## config.mk

```make
export PLATFORM = sky130hd
export DESIGN_NAME = uart_bps_gen
export DESIGN_NICKNAME = d
export VERILOG_FILES = /design/src/rtl/uart_bps_gen.sv
export SDC_FILE = /design/constraint.sdc
export NUM_CORES = 1
export LEC_CHECK = 0
export ABC_AREA = 1
export CAP_MARGIN = 20
export CORE_ASPECT_RATIO = 1.1
export CORE_MARGIN = 5
export CORE_UTILIZATION = 55
export DETAILED_ROUTE_END_ITERATION = 10
export PLACE_DENSITY = 0.79
export SLEW_MARGIN = 20
export SYNTH_ARGS = -nofsm -noshare
export SYNTH_HDL_FRONTEND = slang
export SYNTH_SLANG_ARGS = --single-unit
```

## constraint.sdc

```tcl
create_clock -name clk -period 4 [get_ports clk]
set_clock_uncertainty 0.1 [all_clocks]
set_input_delay 1 -clock clk [delete_from_list [all_inputs] [get_ports clk]]
set_output_delay 1 -clock clk [all_outputs]
set_load 0.02 [all_outputs]
```

## src/rtl/uart_bps_gen.sv

```systemverilog
// UART bit-period generator: mid-bit and end-of-bit strobes over a frame.
// Optional 16x oversample tick enabled by defining UART_BPS_OS_EN.
module uart_bps_gen #(
  parameter int DIV_W       = 16,
  parameter int DEFAULT_DIV = 5207,
  parameter int FRAME_BITS  = 10,
  parameter int MIN_DIV     = 3
) (
  input  logic             clk,
  input  logic             rst_n,
  input  logic             cnt_start,
  input  logic             div_load,
  input  logic [DIV_W-1:0] div_val,
  output logic             bps_sig,
  output logic             bit_end,
  output logic [3:0]       bit_idx,
  output logic             frame_done,
  output logic             busy,
  output logic             load_err
`ifdef UART_BPS_OS_EN
  ,
  output logic             os_tick
`endif
);

  typedef enum logic [1:0] {
    IDLE,
    RUN,
    DONE
  } state_e;

  localparam logic [3:0]       LAST = 4'(FRAME_BITS - 1);
  localparam logic [DIV_W-1:0] DEF  = DIV_W'(DEFAULT_DIV);
  localparam logic [DIV_W-1:0] MIN  = DIV_W'(MIN_DIV);

  state_e           state_q, state_d;
  logic [DIV_W-1:0] cnt_q, cnt_d;
  logic [DIV_W-1:0] div_q, div_d;
  logic [3:0]       idx_q, idx_d;
  logic             err_q, err_d;

  logic             run;
  logic             at_end;
  logic [DIV_W-1:0] half;

  assign run    = (state_q == RUN);
  assign at_end = (cnt_q == div_q);
  // (div+1)>>1 without widening
  assign half   = (div_q >> 1) + DIV_W'(div_q[0]);

  always_comb begin
    state_d = state_q;
    cnt_d   = cnt_q;
    idx_d   = idx_q;
    div_d   = div_q;
    err_d   = 1'b0;
    case (state_q)
      IDLE: begin
        cnt_d = '0;
        idx_d = '0;
        if (cnt_start) state_d = RUN;
      end
      RUN: begin
        if (!cnt_start) begin
          state_d = IDLE;
          cnt_d   = '0;
          idx_d   = '0;
        end else if (at_end) begin
          cnt_d = '0;
          if (idx_q == LAST) state_d = DONE;
          else idx_d = idx_q + 4'd1;
        end else begin
          cnt_d = cnt_q + DIV_W'(1);
        end
      end
      DONE: begin
        cnt_d = '0;
        idx_d = LAST;
        if (!cnt_start) begin
          state_d = IDLE;
          idx_d   = '0;
        end
      end
      default: begin
        state_d = IDLE;
        cnt_d   = '0;
        idx_d   = '0;
      end
    endcase
    if (div_load) begin
      if (state_q == IDLE && div_val >= MIN) div_d = div_val;
      else err_d = 1'b1;
    end
  end

  always_ff @(posedge clk or negedge rst_n) begin
    if (!rst_n) begin
      state_q <= IDLE;
      cnt_q   <= '0;
      div_q   <= DEF;
      idx_q   <= '0;
      err_q   <= 1'b0;
    end else begin
      state_q <= state_d;
      cnt_q   <= cnt_d;
      div_q   <= div_d;
      idx_q   <= idx_d;
      err_q   <= err_d;
    end
  end

  assign bps_sig    = run && (cnt_q == half);
  assign bit_end    = run && at_end;
  // an abort on the last bit_end wins over completion
  assign frame_done = bit_end && (idx_q == LAST) && cnt_start;
  assign busy       = (state_q != IDLE);
  assign bit_idx    = idx_q;
  assign load_err   = err_q;

`ifdef UART_BPS_OS_EN
  logic [DIV_W-1:0] os_q, os_d;
  logic [DIV_W-1:0] os_top;

  assign os_top = div_q >> 4;

  always_comb begin
    os_d = '0;
    if (run && cnt_start && !at_end) begin
      if (os_q == os_top) os_d = '0;
      else os_d = os_q + DIV_W'(1);
    end
  end

  always_ff @(posedge clk or negedge rst_n) begin
    if (!rst_n) os_q <= '0;
    else        os_q <= os_d;
  end

  assign os_tick = run && (os_q == os_top);
`endif

endmodule

```

After elaboration in Yosys (flattened, before gate mapping). Index checks and enable logic that the tools add are counted.

Register bits after elaboration: 39. Word-level logic and storage cells: 45. Output and inout port bits: 9.

Add/subtract/negate cells: 3. Reductions and logical operators: 10. $lt $le $gt $ge: 1. Equality and inequality tests: 10. Muxes and demuxes: 16.

Operators by type and width (count): 16-bit 2-to-1 mux (3); 16-bit == test (2); 15-bit by 1-bit adder with 16-bit output (1); 16-bit by 1-bit adder with 16-bit output, second input constant (1); 16-bit by 2-bit greater-or-equal comparator with 1-bit output, second input constant (1); 4-bit 2-to-1 mux (4); 2-bit 2-to-1 mux (5); 4-bit one-hot mux with 2 select lines (1); 3-bit by 2-bit != test with 1-bit output, second input constant (2); 2-bit one-hot mux with 3 select lines (1); 1-bit logical AND (5); 4-bit by 1-bit adder with 4-bit output, second input constant (1); 4-bit == test, second input constant (1); 2-bit != test, second input constant (2); 2-bit AND reduction (2); 4-bit AND reduction (1); 3-bit != test, second input constant (1); 2-bit by 1-bit == test with 1-bit output, second input constant (1); 2-bit == test, second input constant (1); 2-bit zero test (1); 1-bit 2-to-1 mux (2); 2-bit nonzero test (1).

Depth between registers and ports, before layout. Gate-level depths: netlist of the first run.

Depth in word-level cells: 5. Mapped depth: 13.

Worst setup path after synthesis of the first run. OpenSTA, ideal clock, no wires.

Path kind: flip-flop to output port. Start point: register div_q[0]. End point: output port bps_sig. Path slack: 1.010 ns. Stages on the path, launching flop included: 13. Arrival time: 1.890 ns. Data required time: 2.900 ns. Cells stage by stage: dfstp_2 ha_1 ha_1 nand3_1 nor2_4 nand2_1 nand2_1 inv_1 nor2_1 nand2_1 nor2_1 nand3_1 nor2_1.

Cells in the longest elaborated chain, start to end: 3.

RTL lines: start, declared (line 38) `logic [DIV_W-1:0] div_q, div_d;`; start signal, assigned (line 106) `div_q <= div_d;`; 15-bit by 1-bit adder with 16-bit output (line 49) `assign half = (div_q >> 1) + DIV_W'(div_q[0]);`; 16-bit == test (line 112) `assign bps_sig = run && (cnt_q == half);`; 1-bit logical AND (line 112); end, declared (line 14) `output logic bps_sig,`.

No other way between the ends.

Worst setup path after layout of the first run.
Start point: input port cnt_start. End point: output port frame_done.

Cells in the longest elaborated chain, start to end: 1.

RTL lines: start, declared (line 11) `input logic cnt_start,`; 1-bit logical AND (line 115) `assign frame_done = bit_end && (idx_q == LAST) && cnt_start;`; end, declared (line 17) `output logic frame_done,`.

No other way between the ends.

==> results.md, run 1 <==
* Status: completed
* Cts hold-fix bufs at 0
* Area Overhead vs Synth at 13.6%
* RSZ-0062 raised after global routing: false
* Count leader, synth: nand2_1
* CTS Buffer Depth at 2
* Main combinational cell family by area after synthesis: simple AND/OR/NAND/NOR gates
* Internal at about 1.1 mW
* Cells after Synth at between 400 and 500
* Critical Path Source Type: primary input
* Fin area at between 3000 and 4000 um2
* Vias per cell at between 5 and 6
* Largest net degree at the start of global routing at 40
* Cell taking the most area after synthesis: dfrtp_1
* Final nets at 465
* Fmax at around 280 MHz
* Top FF cell, synth: dfrtp_1
* Setup CP Type: in2out
* Critical Path AT at around 2500 ps
* Share of the synthesized area in the top cell type at 0.268
* Total chip power at approximately 1.8 mW
* H-tree levels at 2
* Final hold vios at 0
* Sink Count at 39
* CTS tree: built
* Detailed-placement wirelength estimate at slightly below 5000 um
* Vias at 2628
* Most common cell on crit path: clkdlybuf4s50_1
* Synth Area in Compound Gates at 0.0638
* Crit share post-route at 0.903
* Req. time, crit path at 2900 ps
* DR WL/cell at approximately 12 um
* Setup Fix Bufs, Post-CTS at 0
* # IOs at 29
* FFs w/ async S/R, synth at 1.00
* Leakage Power at 1.65 nW
* Slew Limit Fails at 0
* Core area at ~5300 um2
* Tot GR Track Use at 0.204
* Ranking of synthesized cells by area: dfrtp_1 (27%), nand2_1 (15%), inv_1 (6.8%)
* Syn Area/Cell at slightly above 7 um2
* Register area at approximately 980 um2
* Clock power frac at 0.213
* Power Density at between 500 and 600 nW/um2
* Adder-cell share of the synthesized area at 0.0336
* CTS root buf: clkbuf_8
* TritonRoute pass-1 iters at 4
* Fill count at roughly 480
* CP max FO at 4
* Worst path cell trace: clkdlybuf4s50_1 -> nand2_1 -> inv_1 -> nand4_1 -> nor2_1 -> clkdlybuf4s50_1
* PortBufs at 28
* Cts repair resizes at 0
* Drt drc at 0
* Antenna Cells at 0
* Die H at 87.2 um
* Number of buffers created by CTS at 5
* Mux cell area share after synthesis at 0
* Die ar. at approximately 7000 um2
* HP Class: reg2reg
* XOR/XNOR Fraction of Synth Area at 0.0751
* Minimum clock period at about 3600 ps
* Area occupied by multi-input gates at 1660 um2
* EDFF count, synth at 0
* Peak supply drop at just over 0.4 mV
* Largest stage delay on the critical path at roughly 600 ps
* Combinational share of power at 0.407
* Slowest CP cell: clkdlybuf4s50_1
* Clk_lat worst skew at 290 ps
* Clock transition at path regs at around 70 ps
* DP Area at 3250 um2
* Final TNS setup at 0 ps
* Drt total wl at ~6400 um
* RePlAce Congestion at between 0.8 and 0.9
* Initial Util at 0.560
* Synthesized flop and latch total at 39
* Std-Cell Rows at 28
* Top post-synthesis cells by count: nand2_1 (117), inv_1 (54), nor2_1 (42), dfrtp_1 (32), nand3_1 (31)
* Max-cap violation count at 0
* Post-Synth Simple-Gate Area at 0.384
* Grt ovf at 0
* Sw power at roughly 0.75 mW
* Initial drt markers at between 200 and 250
* Synth warn at 0
* Flop pwr share at 0.380
* Final setup viols at 0
* Sequential area share after synthesis at 0.330
* Vias in the first global route at 2560
* Mapped cell area at between 2000 and 3000 um2
* Post-synth net total at 440
* Worst slew pin tran at 856 ps
* Antenna Nets Post-Route at 0
* Share of layout cells above drive strength 1 at 0.123
* Worst rel slew slack at 0.429
* First-pass GRT wire length at 11200 um
* Netlist cell types at 39
* Critical Path Sink Type: output pin
* Sw frac at 0.414
* Antenna violations before repair at 0
* Die width at between 80 and 90 um
-- area by class of cell --
class,count,area share
clock buffer,6,0.0214
clock inverter,2,0.0177
multi-input combinational,302,0.490
tap,75,0.0277
sequential,39,0.291
inverter,58,0.0642
timing repair buffer,31,0.0886
-- metrics by stage --
step                hold slack, ps  utilization  setup slack (ps)  std cells
CTS                            417        0.636               101        513
global route                   440        0.637               246        513
global placement               389        0.611               438        505
floorplan                      367            -              1010        412
detailed placement             396        0.611               380        505
finish                         415        0.637               388        513
-- critical path: cells and delay by family --
kind                   cells  cell delay, ps
buffers and inverters      3            1210
AND/OR/NAND/NOR            3             300
-- state kept, by name, summed over array words and instances (netlist names) --
name	cells
load_err	1
bit_idx	4
state_q	2
div_q	16
cnt_q	16
-- per-layer routing --
layer	track usage	up-vias	wire length [um]	part of all wire
met1	0.258	1196	2650	0.42
met3	0.0362	12	419	0.066
met5	0	-	0	0
met2	0.346	76	3150	0.50
met4	0.0799	0	122	0.019
li1	-	1344	-	-
-- final timing paths --
| check | from | end | slack, ps | depth (start not counted) |
|---|---|---|---|---|
| min | div_q[0] | div_q[0] | 410 | 2 |
| max in group asynchronous | rst_n | bit_idx[0] | 2540 | 1 |
| max | cnt_start | frame_done | 390 | 6 |
| min in group asynchronous | rst_n | cnt_q[5] | 710 | 1 |
| max reg2reg | div_q[2] | bit_idx[0] | 2050 | 8 |
| min reg2reg | div_q[0] | div_q[0] | 410 | 2 |
-- power groups by stage --
stage / combinational (mW) / clock (mW) / sequential [mW]
after floorplan: 0.626 / 0 / 0.631
after global placement: 0.714 / 0 / 0.686
after detailed placement: 0.737 / 0 / 0.695
after CTS: 0.745 / 0.399 / 0.691
after global routing: 0.851 / 0.416 / 0.715
final: 0.742 / 0.388 / 0.694
-- layout by cell type, fill, tap and decap left out, types with 6 or more instances in the layout --
master,Yosys,routed
nand2_1,117,117
inv_1,54,54
nor2_1,42,42
dfrtp_1,32,32
nand3_1,31,31
clkdlybuf4s50_1,0,26
o21ai_0,17,17
xor2_1,15,15
nand4_1,9,9
a21oi_1,9,9
xnor2_1,8,8
ha_1,8,8
dfstp_2,7,7
nor2_4,6,6
-- logic make-up (layout without fill, tap and decap cells) --
logic type / count (synthesis) / count (layout)
AND/OR/NAND/NOR: 235 / 235
flip-flops: 39 / 39
AO/OA/AOI/OAI: 35 / 35
XOR/XNOR: 24 / 24
buffers and inverters: 71 / 97
adder cells (fa/ha/maj): 8 / 8
(Power assumes the default switching activity.)
==> inputs of run 2 (changes only) <==
==> constraint.sdc (replaced) <==
create_clock -name clk -period 4 [get_ports clk]
set_clock_uncertainty 0.1 [all_clocks]
set_input_delay 1.2 -clock clk [delete_from_list [all_inputs] [get_ports clk]]
set_output_delay 1.2 -clock clk [all_outputs]
set_load 0.02 [all_outputs]
==> run 2 against run 1 <==
  * First-iteration DRC count increased by 6.1%
  * Via count increased by 1.3%
  * Clock-buffer cell count increased by 2
  * Final cell count increased by 0.58%
  * Power decreased by 5.1%
  * Register-to-register slack about the same
  * Critical endpoint is now bps_sig
==> results.md, run 2 (same netlist as run 1, synthesis figures left out) <==
* # IOs at 29
* Worst Path Buf+Inv at 2
* CTS root buf: clkbuf_8
* R2R setup slack at 2060 ps
* Critical Path Sink Type: output pin
* Vias in the first global route at 2649
* Hold depth at 2
* H-tree levels at 2
* Register-to-Register Path Depth at 9
* Worst slew pin tran at approximately 850 ps
* CTS Buffer Depth at 2
* Register area at a little under 1000 um2
* Crit share post-route at 0.925
* Largest stage delay on the critical path at 560 ps
* Placed cells at between 500 and 600
* CTS tree: built
* Die width at 80.2 um
* Power Density at 513 nW/um2
* Fmax at 270 MHz
* Peak supply drop at 0.445 mV
* Area Overhead vs Synth at 13.1%
* Post-Layout Cell Count at 516
* First-pass GRT wire length at ~12000 um
* Drt drc at 0
* Commonest non-fill, non-tap cell in the layout: nand2_1
* Most frequent cells in the layout: nand2_1 (117), inv_1 (54), nor2_1 (42)
* Placement Setup Slack at around 76 ps
* Grt ovf at 0
* Vias at about 2700
* CP top delay family: simple AND/OR/NAND/NOR gates
* Number of buffers created by CTS at 5
* Final setup viols at 0
* Antenna violations before repair at 0
* Detailed-placement wirelength estimate at between 5000 and 6000 um
* Antenna Nets Post-Route at 0
* DP Area at approximately 3300 um2
* WHS at about 410 ps
* Die ar. at about 7000 um2
* Die H at around 87 um
* RSZ-0062 raised after global routing: false
* Worst path cell trace: ha_1 -> ha_1 -> nand3_1 -> nor2_4 -> buf_4 -> nand4_1 -> nand2_1 -> nand2_1 -> nor2_1 -> nand3_1 -> nor2_1 -> clkbuf_2
* Tot GR Track Use at 0.208
* Fin area at between 3000 and 4000 um2
* RePlAce Congestion at approximately 0.9
* Area occupied by multi-input gates at about 1700 um2
* Leakage Power at around 1.7 nW
* PortBufs at 28
* TritonRoute pass-1 iters at 4
* Core area at between 5000 and 6000 um2
* Vias per cell at 5.16
* Slew Limit Fails at 0
* Fill count at 491
* Req. time, crit path at roughly 2700 ps
* Initial drt markers at between 200 and 250
* Share of layout cells above drive strength 1 at 0.132
* Antenna Cells at 0
* Drt total wl at around 6400 um
* Setup ws final at approximately 300 ps
* Final TNS setup at 0 ps
* Initial Util at 0.560
* Critical Path Source Type: flop
* Clock transition at path regs at ~70 ps
* Critical Path AT at 2400 ps
* Final hold vios at 0
* CP max FO at 5
* DR WL/cell at 12.4 um
* WP depth at 12
* Minimum clock period at 3700 ps
* Clk_lat worst skew at a little under 300 ps
* Status: completed
* HP Class: reg2reg
* Max-cap violation count at 0
* Setup CP Type: reg2out
* Slowest CP cell: dfstp_2
* Largest net degree at the start of global routing at 40
* Worst rel slew slack at 0.430
* Sink Count at 39
* Std-Cell Rows at 28
* Cts hold-fix bufs at 0
* Final nets at approximately 470
[run 2: changes by cell type in the layout (fill, tap and decap cells not counted), sizes merged]
cell | before | now
buf | 4 | 7
clkbuf | 6 | 9
clkdlybuf4s50 | 26 | 25
bufinv | 2 | 0
[run 2: layer usage]
layer / global-route usage / vias up / routed length [um]
li1: - / 1349 / -
met1: 0.278 / 1211 / 2900
met2: 0.334 / 76 / 3000
met3: 0.0300 / 25 / 295
met4: 0.0937 / 0 / 204
met5: 0 / - / 0
[run 2: final timing paths]
path	startpoint	endpoint
min in group asynchronous	rst_n	cnt_q[2]
max in group asynchronous	rst_n	cnt_q[9]
hold reg to reg	div_q[1]	div_q[1]
setup / recovery	div_q[0]	bps_sig
setup reg to reg	div_q[12]	bit_idx[1]
hold / removal	div_q[1]	div_q[1]
[run 2: power by group]
| part | switching [mW] | internal [mW] |
|---|---|---|
| Clock | 0.134 | 0.157 |
| Combinational | 0.449 | 0.301 |
| Sequential | 0.168 | 0.521 |
[run 2: worst register-to-register path, stage by stage (launching register included)]
cell	delay (ps)
dfstp_2	610
xor2_1	90
nor2_1	120
nand2_1	70
nor2_2	160
nand2_4	90
nand2_4	260
nand2_1	180
nand2_1	100
nand2_1	50
[run 2: final cells by class]
| class | count | area share |
|---|---|---|
| timing repair buffer | 34 | 0.0942 |
| clock buffer | 8 | 0.0297 |
| multi-input combinational | 302 | 0.492 |
| inverter | 58 | 0.0645 |
| sequential | 39 | 0.292 |
| tap | 75 | 0.0278 |
[run 2: repair_timing]
action / in CTS / in global routing
resized for setup: 1 / 3
setup endpoints to repair: 1 / 2
pin swaps: 0 / 1
setup buffers: 0 / 2
[run 2: per-stage QoR]
stage                     total power [mW]  utilization
after floorplan                       1.26            -
after global placement                1.40        0.613
after detailed placement              1.43        0.613
after CTS                             1.73        0.631
after global routing                  1.88        0.634
final                                 1.73        0.634
==> inputs of run 3 (changes only) <==
--- a/config.mk
+++ b/config.mk
@@ -11,6 +11,7 @@
 export CORE_MARGIN = 5
 export CORE_UTILIZATION = 55
 export DETAILED_ROUTE_END_ITERATION = 10
+export MAX_ROUTING_LAYER = met4
 export PLACE_DENSITY = 0.79
 export SLEW_MARGIN = 20
 export SYNTH_ARGS = -nofsm -noshare
==> run 3 against run 2 <==
  * Sequential power is essentially flat
  * Final cell count is the same
  * Die area is the same
  * Critical path depth unchanged
  * Wire length barely moved
  * Setup slack got worse by 2.7 ps
  * Cell area is the same
  * Global-route usage grew 0.58 points
  * Highest routed layer unchanged
==> results.md, run 3 (same netlist as run 1, synthesis figures left out) <==
* Status: completed
* Final nets at approximately 470
* Vias in the first global route at between 2000 and 3000
* CTS tree: built
* Grt ovf at 0
* Largest net degree at the start of global routing at 40
* Setup ws final at approximately 300 ps
* Drt drc at 0
* H-tree levels at 2
* Core Util, Final at 0.634
* Area occupied by multi-input gates at roughly 1700 um2
* RePlAce Congestion at between 0.9 and 1
* Clk_lat worst skew at 290 ps
* Commonest non-fill, non-tap cell in the layout: nand2_1
* Fin area at around 3400 um2
* Drt total wl at between 6000 and 7000 um
* Final hold vios at 0
* Worst slew pin tran at 856 ps
* Worst rel slew slack at 0.430
* PortBufs at 28
* Max-cap violation count at 0
* R2r endpoint: bit_idx[1]
* Tot GR Track Use at 0.214
* Total chip power at roughly 1.7 mW
* Critical Path AT at roughly 2400 ps
* Share of layout cells above drive strength 1 at 0.132
* Routed wl met2 at ~3000 um
* Antenna violations before repair at 0
* Crit Reg-Reg Startpoint: div_q[12]
* Crit path launch: div_q[0]
* Final setup viols at 0
* TritonRoute pass-1 iters at 4
* Vias at between 2000 and 3000
* Register-to-Register Path Depth at 9
* Placement Setup Slack at 76.3 ps
* Detailed-placement wirelength estimate at roughly 5000 um
* Slew Limit Fails at 0
* Core area at 5330 um2
* Antenna Cells at 0
* Critical Path Sink Type: output pin
* DP Area at roughly 3300 um2
* Fmax at roughly 270 MHz
* Fill count at between 400 and 500
* Power Density at a little over 500 nW/um2
* Top Metal Used: met4
* Initial drt markers at 222
* CTS root buf: clkbuf_8
* Req. time, crit path at roughly 2700 ps
* Hold depth at 2
* Clock transition at path regs at ~70 ps
* First-pass GRT wire length at approximately 12000 um
* DR WL/cell at around 12 um
* Die width at around 80 um
* Die ar. at ~7000 um2
* Metal3 WL at 318 um
* Number of buffers created by CTS at 5
* Area Overhead vs Synth at 13.1%
* CP max FO at 5
* CTS Buffer Depth at 2
* Antenna Nets Post-Route at 0
* Sink Count at 39
* # IOs at 29
* Std-Cell Rows at 28
* Setup CP Type: reg2out
* Minimum clock period at roughly 3700 ps
* Leakage Power at roughly 1.7 nW
* Worst hold endpoint: div_q[1]
* Crit share post-route at 0.926
* Vias per cell at 5.17
* RSZ-0062 raised after global routing: false
* Critical Path Source Type: flop
* R2R setup slack at 2060 ps
* Register area at about 1000 um2
* M1 WL at between 2000 and 3000 um
* Final TNS setup at 0 ps
* Hold path start: div_q[1]
* Peak supply drop at 0.446 mV
* HP Class: reg2reg
* Most frequent cells in the layout: nand2_1 (117), inv_1 (54), nor2_1 (42)
* Initial Util at 0.560
* Die H at ~87 um
-- run 3: cell counts in the layout (fill, tap and decap cells not counted) --
No cell type changed its count.
-- run 3: layer usage --
layer | up-vias | track usage
met3 | 24 | 0.0300
met1 | 1216 | 0.277
met2 | 79 | 0.334
met4 | 0 | 0.0937
met5 | - | -
li1 | 1350 | -
-- run 3: area by class of cell --
class                   count  area share
multi-input cells         302       0.492
flip-flops and latches     39       0.292
repair buffers             34      0.0942
inverters                  58      0.0645
clock buffers               8      0.0297
well taps                  75      0.0278
-- run 3: power by group --
group	total [mW]	leakage (nW)	switching, mW	internal, mW
Sequential	0.687	0.497	0.166	0.521
Combinational	0.751	1.10	0.450	0.301
Clock	0.291	0.0515	0.133	0.157
Total	1.73	1.65	0.749	0.979
-- run 3: how the worst max path moves through the flow --
stage | end | slack [ps] | cells past startpoint
3_3_place_gp | frame_done | 80 | 6
6_report | bps_sig | 300 | 12
4_1_cts | frame_done | 70 | 6
5_1_grt | bps_sig | 110 | 12
3_5_place_dp | frame_done | 80 | 6
2_1_floorplan | frame_done | 730 | 4
-- run 3: metrics by stage --
stage / instances / hold slack (ps)
global placement: 506 / 389
finish: 516 / 411
floorplan: 412 / 367
CTS: 514 / 412
detailed placement: 506 / 400
global route: 516 / 437
-- run 3: what timing repair did --
item,4_1_cts,5_1_grt
setup buffers,0,2
pin swaps,0,1
hold buffers,0,0
gates resized for setup,1,3
endpoints found under the setup margin,1,2
-- run 3: critical path: stages, from the launching register on --
cell and delay, ps:
dfstp_2 560, ha_1 200, ha_1 230, nand3_1 180, nor2_4 160, buf_4 140
nand4_1 70, nand2_1 80, nand2_1 50, nor2_1 120, nand3_1 80, nor2_1 90
clkbuf_2 170
